File: src/rtl/muldiv_seq.sv
// Iterative RV32M multiply/divide unit.
// A radix-2 shift-add multiplier and a restoring divider share one
// 2*XLEN accumulator. A five-state FSM sequences each op:
//   IDLE -> PREP -> CALC (XLEN cycles) -> FIX -> DONE
// Divide-by-zero and signed overflow are resolved in PREP and go straight
// to DONE. flush aborts from any state.
module muldiv_seq #(
    parameter int XLEN = 32
) (
    input  logic            clk,
    input  logic            rst_n,
    input  logic            flush,
    input  logic            req_valid,
    output logic            req_ready,
    input  logic [2:0]      req_func3,
    input  logic [XLEN-1:0] req_a,
    input  logic [XLEN-1:0] req_b,
    input  logic [4:0]      req_rd,
    output logic            resp_valid,
    input  logic            resp_ready,
    output logic [XLEN-1:0] resp_data,
    output logic [4:0]      resp_rd,
    output logic            busy
);

    localparam int CW = $clog2(XLEN) + 1;

    localparam logic [2:0] F_MUL    = 3'd0;
    localparam logic [2:0] F_MULH   = 3'd1;
    localparam logic [2:0] F_MULHSU = 3'd2;
    localparam logic [2:0] F_MULHU  = 3'd3;
    localparam logic [2:0] F_DIV    = 3'd4;
    localparam logic [2:0] F_DIVU   = 3'd5;
    localparam logic [2:0] F_REM    = 3'd6;
    localparam logic [2:0] F_REMU   = 3'd7;

    localparam logic [XLEN-1:0] MIN_NEG = {1'b1, {(XLEN-1){1'b0}}};

    typedef enum logic [2:0] {
        S_IDLE,
        S_PREP,
        S_CALC,
        S_FIX,
        S_DONE
    } state_t;

    state_t state, state_nxt;

    // Latched request
    logic [2:0]        func3_q;
    logic [XLEN-1:0]   a_q;
    logic [XLEN-1:0]   b_q;
    logic [4:0]        rd_q;

    // Working state
    logic              sign_a;
    logic              sign_b;
    logic [XLEN-1:0]   mag_b;
    logic [2*XLEN-1:0] acc;
    logic [CW-1:0]     count;

    // Operand decode of the latched request
    logic              is_div;
    logic              op_signed_a;
    logic              op_signed_b;
    logic              a_neg;
    logic              b_neg;
    logic [XLEN-1:0]   a_mag;
    logic [XLEN-1:0]   b_mag;
    logic              div_by_zero;
    logic              div_ovf;
    logic              special;
    logic [XLEN-1:0]   special_result;

    // One iteration of each algorithm
    logic [XLEN:0]     mul_sum;
    logic [2*XLEN-1:0] mul_next;
    logic [XLEN:0]     div_trial;
    logic              div_ge;
    logic [XLEN-1:0]   div_rem;
    logic [2*XLEN-1:0] div_next;

    // Sign fix-up and result select
    logic [2*XLEN-1:0] prod_fix;
    logic [XLEN-1:0]   quo_fix;
    logic [XLEN-1:0]   rem_fix;
    logic [XLEN-1:0]   result;

    logic              accept;

    assign accept = (state == S_IDLE) && req_valid && !flush;

    // MUL low word is sign-independent, so it is treated as unsigned.
    assign is_div      = func3_q[2];
    assign op_signed_a = (func3_q == F_MULH) || (func3_q == F_MULHSU) ||
                         (func3_q == F_DIV)  || (func3_q == F_REM);
    assign op_signed_b = (func3_q == F_MULH) || (func3_q == F_DIV) || (func3_q == F_REM);
    assign a_neg       = op_signed_a && a_q[XLEN-1];
    assign b_neg       = op_signed_b && b_q[XLEN-1];
    assign a_mag       = a_neg ? -a_q : a_q;
    assign b_mag       = b_neg ? -b_q : b_q;

    assign div_by_zero = is_div && (b_q == '0);
    assign div_ovf     = ((func3_q == F_DIV) || (func3_q == F_REM)) &&
                         (a_q == MIN_NEG) && (b_q == '1);
    assign special     = div_by_zero || div_ovf;

    // func3[1] separates the remainder ops (6,7) from the quotient ops (4,5).
    assign special_result = div_by_zero ? (func3_q[1] ? a_q : '1)
                                        : (func3_q[1] ? '0  : MIN_NEG);

    // Multiply: the multiplier sits in the low half and is consumed from bit 0;
    // the partial product grows in the high half. Keep the carry-out.
    assign mul_sum  = {1'b0, acc[2*XLEN-1:XLEN]} + (acc[0] ? {1'b0, mag_b} : '0);
    assign mul_next = {mul_sum, acc[XLEN-1:1]};

    // Divide: high half is the remainder, low half shifts the dividend out at
    // the top and the quotient in at the bottom. The trial needs XLEN+1 bits
    // because a remainder just below a large divisor overflows on shift.
    // When div_ge holds the true difference fits in XLEN bits.
    assign div_trial = acc[2*XLEN-1:XLEN-1];
    assign div_ge    = div_trial >= {1'b0, mag_b};
    assign div_rem   = div_ge ? (div_trial[XLEN-1:0] - mag_b) : div_trial[XLEN-1:0];
    assign div_next  = {div_rem, acc[XLEN-2:0], div_ge};

    assign prod_fix = (sign_a ^ sign_b) ? -acc : acc;
    assign quo_fix  = (sign_a ^ sign_b) ? -acc[XLEN-1:0] : acc[XLEN-1:0];
    assign rem_fix  = sign_a ? -acc[2*XLEN-1:XLEN] : acc[2*XLEN-1:XLEN];

    // Select the architectural result for the latched func3.
    always_comb begin
        result = prod_fix[XLEN-1:0];
        case (func3_q)
            F_MUL:                      result = prod_fix[XLEN-1:0];
            F_MULH, F_MULHSU, F_MULHU:  result = prod_fix[2*XLEN-1:XLEN];
            F_DIV, F_DIVU:              result = quo_fix;
            F_REM, F_REMU:              result = rem_fix;
            default:                    result = prod_fix[XLEN-1:0];
        endcase
    end

    // State register.
    // NOTE: sequential state is written with non-blocking assignments so every
    // flop samples pre-edge values regardless of block ordering.
    always_ff @(posedge clk or negedge rst_n) begin
        if (!rst_n) state <= S_IDLE;
        else        state <= state_nxt;
    end

    // Next-state and handshake outputs; flush overrides every transition.
    // NOTE: every output of this block gets a default first, so no path can
    // leave a value unassigned and infer a latch.
    always_comb begin
        state_nxt  = state;
        req_ready  = 1'b0;
        resp_valid = 1'b0;
        busy       = (state != S_IDLE);
        case (state)
            S_IDLE: begin
                req_ready = 1'b1;
                if (req_valid) state_nxt = S_PREP;
            end
            S_PREP: state_nxt = special ? S_DONE : S_CALC;
            S_CALC: if (count == CW'(XLEN - 1)) state_nxt = S_FIX;
            S_FIX:  state_nxt = S_DONE;
            S_DONE: begin
                resp_valid = 1'b1;
                if (resp_ready) state_nxt = S_IDLE;
            end
            default: state_nxt = S_IDLE;
        endcase
        if (flush) state_nxt = S_IDLE;
    end

    // Datapath: latch the request, prepare magnitudes, iterate, fix signs.
    // NOTE: every register here, including the result outputs, is cleared by
    // the async reset so nothing stale is visible after rst_n.
    always_ff @(posedge clk or negedge rst_n) begin
        if (!rst_n) begin
            func3_q   <= '0;
            a_q       <= '0;
            b_q       <= '0;
            rd_q      <= '0;
            sign_a    <= 1'b0;
            sign_b    <= 1'b0;
            mag_b     <= '0;
            acc       <= '0;
            count     <= '0;
            resp_data <= '0;
            resp_rd   <= '0;
        end else begin
            case (state)
                S_IDLE: begin
                    if (accept) begin
                        func3_q <= req_func3;
                        a_q     <= req_a;
                        b_q     <= req_b;
                        rd_q    <= req_rd;
                    end
                end
                S_PREP: begin
                    sign_a <= a_neg;
                    sign_b <= b_neg;
                    mag_b  <= b_mag;
                    acc    <= {{XLEN{1'b0}}, a_mag};
                    count  <= '0;
                    if (special && !flush) begin
                        resp_data <= special_result;
                        resp_rd   <= rd_q;
                    end
                end
                S_CALC: begin
                    acc <= is_div ? div_next : mul_next;
                    if (count != CW'(XLEN - 1)) count <= count + 1'b1;
                end
                S_FIX: begin
                    if (!flush) begin
                        resp_data <= result;
                        resp_rd   <= rd_q;
                    end
                end
                default: ;
            endcase
        end
    end

endmodule

File: config.mk
export PLATFORM = sky130hd
export DESIGN_NAME = muldiv_seq
export DESIGN_NICKNAME = d
export VERILOG_FILES = /design/src/rtl/muldiv_seq.sv
export SDC_FILE = /design/constraint.sdc
export NUM_CORES = 1
export LEC_CHECK = 0
export ABC_AREA = 1
export CELL_PAD_IN_SITES_DETAIL_PLACEMENT = 1
export CELL_PAD_IN_SITES_GLOBAL_PLACEMENT = 2
export CORE_ASPECT_RATIO = 1.4
export CORE_MARGIN = 5
export CORE_UTILIZATION = 36
export CTS_BUF_LIST = sky130_fd_sc_hd__clkbuf_8
export CTS_CLUSTER_SIZE = 16
export DETAILED_ROUTE_END_ITERATION = 10
export GPL_ROUTABILITY_DRIVEN = 1
export PLACE_DENSITY = 0.87
export SYNTH_ARGS = -nofsm -noshare
export SYNTH_HDL_FRONTEND = slang
export SYNTH_SLANG_ARGS = --single-unit
File: constraint.sdc
create_clock -name clk -period 8 [get_ports clk]
set_clock_uncertainty 0.15 [all_clocks]
set_input_delay 0.8 -clock clk [delete_from_list [all_inputs] [get_ports clk]]
set_output_delay 0.8 -clock clk [all_outputs]
set_load 0.05 [all_outputs]
Yosys cells after proc, flatten, opt, wreduce, memory -nomap -nowiden
Index checks and enable logic that the tools add are counted.
Storage, ports and cells
  register bits: 216
  output and inout port bits: 40
  word-level logic and storage cells: 101
Operators by class
  $add $sub $neg: 8
  order comparisons: 1
  equality and inequality tests: 21
  mux-type cells: 29
  bitwise gates (word level): 1
  reduce and logical (&&, ||, !) cells: 29
Operator list (number)
  2-to-1 mux 32 bit: 11
  2-to-1 mux 64 bit: 2
  negator 32 bit: 4
  one-hot mux 32 bit (4 select lines): 1
  one-hot mux 64 bit (2 select lines): 1
  == test 32 bit (second input constant): 2
  negator 64 bit: 1
  one-hot mux 32 bit (2 select lines): 1
  adder 32 x 32 -> 33 bit: 1
  greater-or-equal comparator 33 x 32 -> 1 bit: 1
  zero test 32 bit: 1
  subtractor 32 bit: 1
  == test 3 bit (second input constant): 5
  2-to-1 mux 3 bit: 5
  one-hot mux 3 bit (5 select lines): 1
  == test 3 x 2 -> 1 bit (second input constant): 4
  one-hot mux 6 bit (2 select lines): 1
  2-to-1 mux 5 bit: 2
  one-hot mux 5 bit (2 select lines): 1
  inequality test 3 bit (second input constant): 3
  logical AND 1 bit: 8
  logical OR 1 bit: 7
  adder 6 x 1 -> 6 bit (second input constant): 1
  == test 3 x 1 -> 1 bit (second input constant): 2
  other kinds (14): 22

Depth between registers and ports, before layout
Gate-level depths: netlist (run 1).
  depth in word-level cells: 8
  gate-level depth with buffers: 22
  gate-level depth less buffers: 20

Worst setup path before layout (run 1)
OpenSTA, ideal clock, no wires.
  path kind: reg2reg
  start: register acc[0]
  end: register acc[61]
  setup time: 0.117 ns
  arrival: 2.503 ns
  setup slack: 5.230 ns
  stages on the path, launching flop included: 22
  clock period less this slack: 2.770 ns
  path through: dfrtp_1 > buf_2 > clkbuf_1 > nand2_1 > inv_1 > ha_1 > inv_1 > fa_1 > inv_1 > nand2_1 > o21ai_1 > nand2_1 > nand2_1 > nand2_1 > nand2_1 > nand2_1 > nand3_1 > nand3_1 > nand2_1 > inv_1 > nand2_1 > nand2_1
On the way
  cells in the longest elaborated chain, start to end: 4
Ends and longest elaborated chain
  from (decl): RTL line 59  | logic [2*XLEN-1:0] acc;
  from (signal assigned): RTL line 205  | acc <= {{XLEN{1'b0}}, a_mag};
  from (signal assigned): RTL line 213  | acc <= is_div ? div_next : mul_next;
  2-to-1 mux 32 bit: RTL line 114  | assign mul_sum = {1'b0, acc[2*XLEN-1:XLEN]} + (acc[0] ? {1'b0, mag_b} : '0);
  adder 32 x 32 -> 33 bit: RTL line 114
  2-to-1 mux 64 bit: RTL line 213
  one-hot mux 64 bit (2 select lines): RTL line 192  | case (state)
No other way between the ends.
A chain may end at the register's enable or synchronous reset.

Worst setup path after layout (run 1)
  start: register func3_q[2]
  end: register resp_data[11]
On the way
  cells in the longest elaborated chain, start to end: 8
  elaborated cells on any way between the ends: 24
Ends and longest elaborated chain
  from (decl): RTL line 50  | logic [2:0] func3_q;
  from (signal assigned): RTL line 195  | func3_q <= req_func3;
  branches (longest 8 deep; another with one-hot mux 32 bit (4 select lines))
  to (signal assigned): RTL line 208  | resp_data <= special_result;
  to (signal assigned): RTL line 218  | resp_data <= result;
  to (decl): RTL line 21  | output logic [XLEN-1:0] resp_data,
Parallel ways; which one is timed is not known. The select of a mux whose other input is x is not followed.

==> impl_metrics.ini, run 1 <==
[place]
dp.final_hpwl_mm = 78.6
gp_congestion = 1.00
portBuffers = 116

[timing]
worstMarginPinSlew_ns = 1.19
finalCriticalPeriod_ns = 4.07
fmax_mhz = 245
final.period_utilization = 0.509
tns_ns = 0
maxSlewViolCount = 0
maxSlewHeadroom = 0.210
setup_viol_count_final = 0
hold_viol = 0
rsz0062_at_grt = false

[setup_path]
r2r-start = func3_q[2]$_DFFE_PN0P_
critPathCaptureType = flip-flop
worst_r2r_endpoint = resp_data[11]$_DFFE_PN0P_
r2r_slack_ns = 3.93
cp-start-kind = flip-flop
worstSetupPathType = reg -> reg
critPathMaxFanout = 53
critPathArrivalTime_ns = 4.44
critPathRequiredTime_ns = 8.36
worstRegToRegCells = 11
crit_path_start = func3_q[2]$_DFFE_PN0P_

[cts]
cts_root_buf = clkbuf_8
clock_latency_ns = 0.67
cts_max_path_buffers = 3
cts_tree = built
cts-resized-gates = 0
cts_buffers = 42
clock-sinks = 216
post_cts_buffers = 0
clk_pin_slew_worst_paths_ns = 0.06
ctsHoldBuffers = 0
htreeDepth = 2

[die]
core-area_um2 = 55400
die_w_um = 210
dieArea_um2 = 60800
start_util = 0.363
die_y_um = 290
pin_count = 117
row_count = 102

[final_layout]
fillers = 7589
final_common_cell = nand2_1
nets = 3546
multiInputGateArea_um2 = 12700
mostFrequentLayoutCells = nand2_1 (1098), nor2_1 (428), inv_1 (400)
area_growth_pct = 12.8
regArea_um2 = 5410
drive_above_1_share = 0.0564

[routing]
first_pass_iters = 5
finalWirelength_mm = 98.1
via_count = 22900
wl_per_cell_um = 23.6
final_antenna_net_count = 0
drt-vias-per-instance = 5.52
drc = 0
dr.first_iter.drc_count = 1313

[global_route]
grt_pass1_vias = 24500
grt_max_degree = 108
grt_pass1_wl_mm = 147
grt.total_usage = 0.316
grt-ovfl-total = 0
antenna_found_initial = 1

[job]
cap_violations = 0

[yosys]
postSynthCellCount = 3327
synth-seq-area-share = 0.269
synth.avg_cell_area_um2 = 6.04
synthFlopType = dfrtp_1
synth_edf_count = 0
yosysUniqueCellTypes = 54
ys.warnings.count = 0
synthesis.nets = 3476
syn-cell-area_um2 = 20100
synth-async-reset-ratio = 1.00
ys_seq_elements = 216

[power_and_ir_drop]
p_leak_nw = 11.5
ir_drop_uv = 181
total_power_w = 0.0106
power_density_nw_per_um2 = 466

[status]
outcome = finished, final reports clean

[hold_path]
hp-class = in -> async
==> Yosys cell counts, types with 28 or more instances <==
master    number  area [µm²]
nand3_1      267        1340
clkbuf_1      58         218
o21ai_0      153         766
ha_1          70         876
dfrtp_1      216        5410
a31oi_1       31         194
a21oi_1      191         956
xor2_1        55         482
inv_1        388        1460
nand2_1     1100        4130
nor2_1       428        1610
nand4_1       43         269
o21ai_1       28         140
==> registers in the layout (all words and copies together) (netlist names) <==
signal,count
a_q,32
acc,64
b_q,32
count,6
func3_q,3
mag_b,32
rd_q,5
resp_data,32
resp_rd,5
sign_a,1
sign_b,1
state,3
==> per-stage QoR <==
step           hold WS, ns  area [µm²]   util  instances  worst slack, ns
4_1_cts              0.110       22700  0.410       4153             3.96
2_1_floorplan        0.286       20100      -       3327             5.23
3_5_place_dp         0.315       21800  0.394       4081             4.07
3_3_place_gp         0.296       21800  0.394       4081             4.01
5_1_grt              0.153       22700  0.410       4154             3.85
6_report            0.0946       22700  0.410       4154             3.93
==> report_power, final <==
group	internal (W)	switching (W)	leakage (nW)	total, W
combinational	0.00202	0.00508	8.43	0.00710
clock	0.000662	0.000558	0.498	0.00122
sequential	0.00150	0.000748	2.60	0.00225
total	0.00418	0.00639	11.5	0.0106
==> worst max-delay path: stages, from the launching register on <==
cell and delay (ns):
dfrtp_2 0.40, inv_2 0.06, buf_4 0.47, nor2_1 0.31, nor2_1 0.88, inv_1 0.75, nand2_1 0.30, nand3_1 0.19
nand2_1 0.17, nand2_1 0.08, nand2_1 0.08, nand2_1 0.07
==> logic make-up after synthesis <==
group / synth area share
xor+xnor: 0.0305
buf+inv: 0.102
simple gates: 0.407
fa+ha+maj: 0.0455
mux: 0.0123
flops: 0.269
compound gates: 0.134
==> metal layers <==
layer,track usage,share of wire,routed length (µm),vias to the layer above
met5,0,0,0,-
met4,0.255,0.10,9950,0
met3,0.0363,0.035,3480,333
met2,0.602,0.52,50900,652
met1,0.303,0.34,33800,11100
li1,-,-,-,10800
==> worst max-delay path by stage <==
stage | endpoint | slack [ns] | depth (start not counted)
floorplan | acc[61]$_DFFE_PN0P_ | 5.23 | 21
global placement | resp_data[28]$_DFFE_PN0P_ | 4.01 | 9
detailed placement | resp_data[11]$_DFFE_PN0P_ | 4.07 | 11
CTS | resp_data[11]$_DFFE_PN0P_ | 3.96 | 11
global route | resp_data[16]$_DFFE_PN0P_ | 3.85 | 13
finish | resp_data[11]$_DFFE_PN0P_ | 3.93 | 11
==> final cells by class <==
cell class / count / area share
inverter: 411 / 0.0682
clock inverter: 19 / 0.00651
antenna: 1 / 0.000110
clock buffer: 53 / 0.0321
tap: 728 / 0.0401
multi-input combinational: 2596 / 0.559
sequential: 216 / 0.238
timing repair buffer: 130 / 0.0560
Note: power is estimated with default switching activity, not from simulation.
==> run 2, diff against run 1 <==
CORE_UTILIZATION = 30   (was 36)
PLACE_DENSITY = 0.77   (was 0.87)
clock period = 3.5 ns   (was 8 ns; I/O delays follow)
==> impl_metrics.ini, run 2 (synthesized netlist as in run 1, its figures left out) <==
[place]
portBuffers = 116
dp.final_hpwl_mm = 84.9
placed_area_um2 = 22600
gp_congestion = 1.01

[power_and_ir_drop]
p_int_w = 0.0100
ir_drop_uv = 410
pwr-share-comb = 0.702
power.share.sequential = 0.187
p_leak_nw = 11.9
p_switching_w = 0.0151
switching_share = 0.600
total_power_w = 0.0251
power_density_nw_per_um2 = 1070
clockPowerShare = 0.111

[setup_path]
cp_slowest_cell = nor2_4
critPathRequiredTime_ns = 3.91
worstRegToRegCells = 12
worst_r2r_endpoint = resp_data[16]$_DFFE_PN0P_
cp-start-kind = flip-flop
cp-endpoint = resp_data[16]$_DFFE_PN0P_
crit_chain = inv_1, ha_1, nand3_4, nor2_4, nand3_2, nor3_2, nand3_2, nor2_4, o21ai_0, nand2_1, nand2_1, nand2_1
critPathMaxFanout = 15
cpMostUsedCell = nand2_1
critPathCaptureType = flip-flop
worstSetupPathType = reg -> reg
r2r_slack_ns = 0.30
crit_family = simple AND/OR/NAND/NOR gates
r2r-start = b_q[0]$_DFFE_PN0P_
slowest_delay_ns = 0.50
crit_path_start = b_q[0]$_DFFE_PN0P_
cp_num_cells = 12
cp_num_buf_inv = 1
critPathArrivalTime_ns = 3.61

[final_layout]
final_common_cell = nand2_1
multiInputGateArea_um2 = 12700
post-route-util = 0.353
area_growth_pct = 16.8
drive_above_1_share = 0.0779
regArea_um2 = 5410
fillers = 8779
regMostFlops = acc
mostFrequentLayoutCells = nand2_1 (1099), nor2_1 (428), inv_1 (399)
fin_area_um2 = 23500
nets = 3625
largest_reg_flops = 64

[timing]
tns_ns = 0
worstMarginPinSlew_ns = 1.11
finalCriticalPeriod_ns = 3.20
setup_viol_count_final = 0
rsz0062_at_grt = false
hold_ws_ns = 0.114
maxSlewHeadroom = 0.250
final.period_utilization = 0.914
fmax_mhz = 313
maxSlewViolCount = 0
hold_viol = 0

[routing]
dr.first_iter.drc_count = 1164
first_pass_iters = 5
final_antenna_net_count = 0
drt-vias-per-instance = 5.26
drc = 0
via_count = 22900
wl_per_cell_um = 23.7
finalWirelength_mm = 103

[status]
outcome = finished, final reports clean

[cts]
cts_root_buf = clkbuf_8
cts_buffers = 42
clock-sinks = 216
clock_latency_ns = 0.64
cts_max_path_buffers = 3
htreeDepth = 2
post_cts_buffers = 0
clk_pin_slew_worst_paths_ns = 0.06
cts_tree = built

[global_route]
grt_pass1_vias = 24700
antenna_found_initial = 1
grt.total_usage = 0.279
grt-ovfl-total = 0
grt_pass1_wl_mm = 153
grt_max_degree = 75

[die]
start_util = 0.302
pin_count = 117
core-area_um2 = 66600
die_y_um = 316
row_count = 112
die_w_um = 229
dieArea_um2 = 72400

[job]
cap_violations = 0

[hold_path]
hp-class = in -> async
[run 2: cell types whose count changed in the layout (fill, tap and decap cells not counted), sizes merged]
| cell | previous run | this run |
|---|---|---|
| buf | 15 | 93 |
| bufinv | 2 | 1 |
| clkbuf | 53 | 54 |
| clkinv | 7 | 9 |
| clkinvlp | 0 | 1 |
| dlygate4sd3 | 0 | 1 |
| inv | 421 | 420 |
[run 2: per-stage QoR]
step	setup WS, ns	cells
6_report	0.302	4362
5_1_grt	0.0671	4362
4_1_cts	0.00245	4361
3_5_place_dp	0.0365	4286
3_3_place_gp	0.0436	4286
2_1_floorplan	0.730	3327
[run 2: layout make-up]
type	count	share of cell area
multi-input combinational	2596	0.540
timing repair buffer	209	0.0811
sequential	216	0.230
tap	855	0.0455
clock buffer	54	0.0316
antenna	1	0.000107
clock inverter	20	0.00597
inverter	411	0.0658
[run 2: worst min-delay path by stage]
stage	start	endpoint	slack, ns	depth (start not counted)
floorplan	rst_n	a_q[0]$_DFFE_PN0P_	-0.1	0
global placement	rst_n	a_q[18]$_DFFE_PN0P_	0.22	1
detailed placement	rst_n	rd_q[0]$_DFFE_PN0P_	0.22	1
CTS	req_a[11]	a_q[11]$_DFFE_PN0P_	0.09	3
global route	req_a[10]	a_q[10]$_DFFE_PN0P_	0.12	3
finish	rst_n	rd_q[4]$_DFFE_PN0P_	0.11	2
[run 2: what timing repair did]
| action | in CTS | in global routing |
|---|---|---|
| hold endpoints to repair | 71 | 0 |
| setup endpoints to repair | 0 | 1 |
| hold buffers | 1 | 0 |
| gates resized for setup | 0 | 2 |
[run 2: metal layers]
metal	global-route usage	up-vias	wire, µm
met3	0.0254	272	2580
met4	0.237	0	11000
met5	0	-	0
met1	0.273	11200	36400
met2	0.526	484	53200
li1	-	10900	-
[run 2: power groups by stage]
stage          sequential (W)  clock, W  combinational (W)
3_5_place_dp          0.00473         0             0.0175
3_3_place_gp          0.00470         0             0.0173
2_1_floorplan         0.00466         0             0.0105
5_1_grt               0.00481   0.00297             0.0191
6_report              0.00470   0.00277             0.0176
4_1_cts               0.00470   0.00287             0.0176
[run 2: worst reg2reg max path: cells and delay by family (launching register included)]
family	cells	cell delay, ns
flip-flops	1	0.41
AO/OA/AOI/OAI	1	0.49
AND/OR/NAND/NOR	9	1.74
buffers and inverters	1	0.12
adder cells (fa/ha/maj)	1	0.22
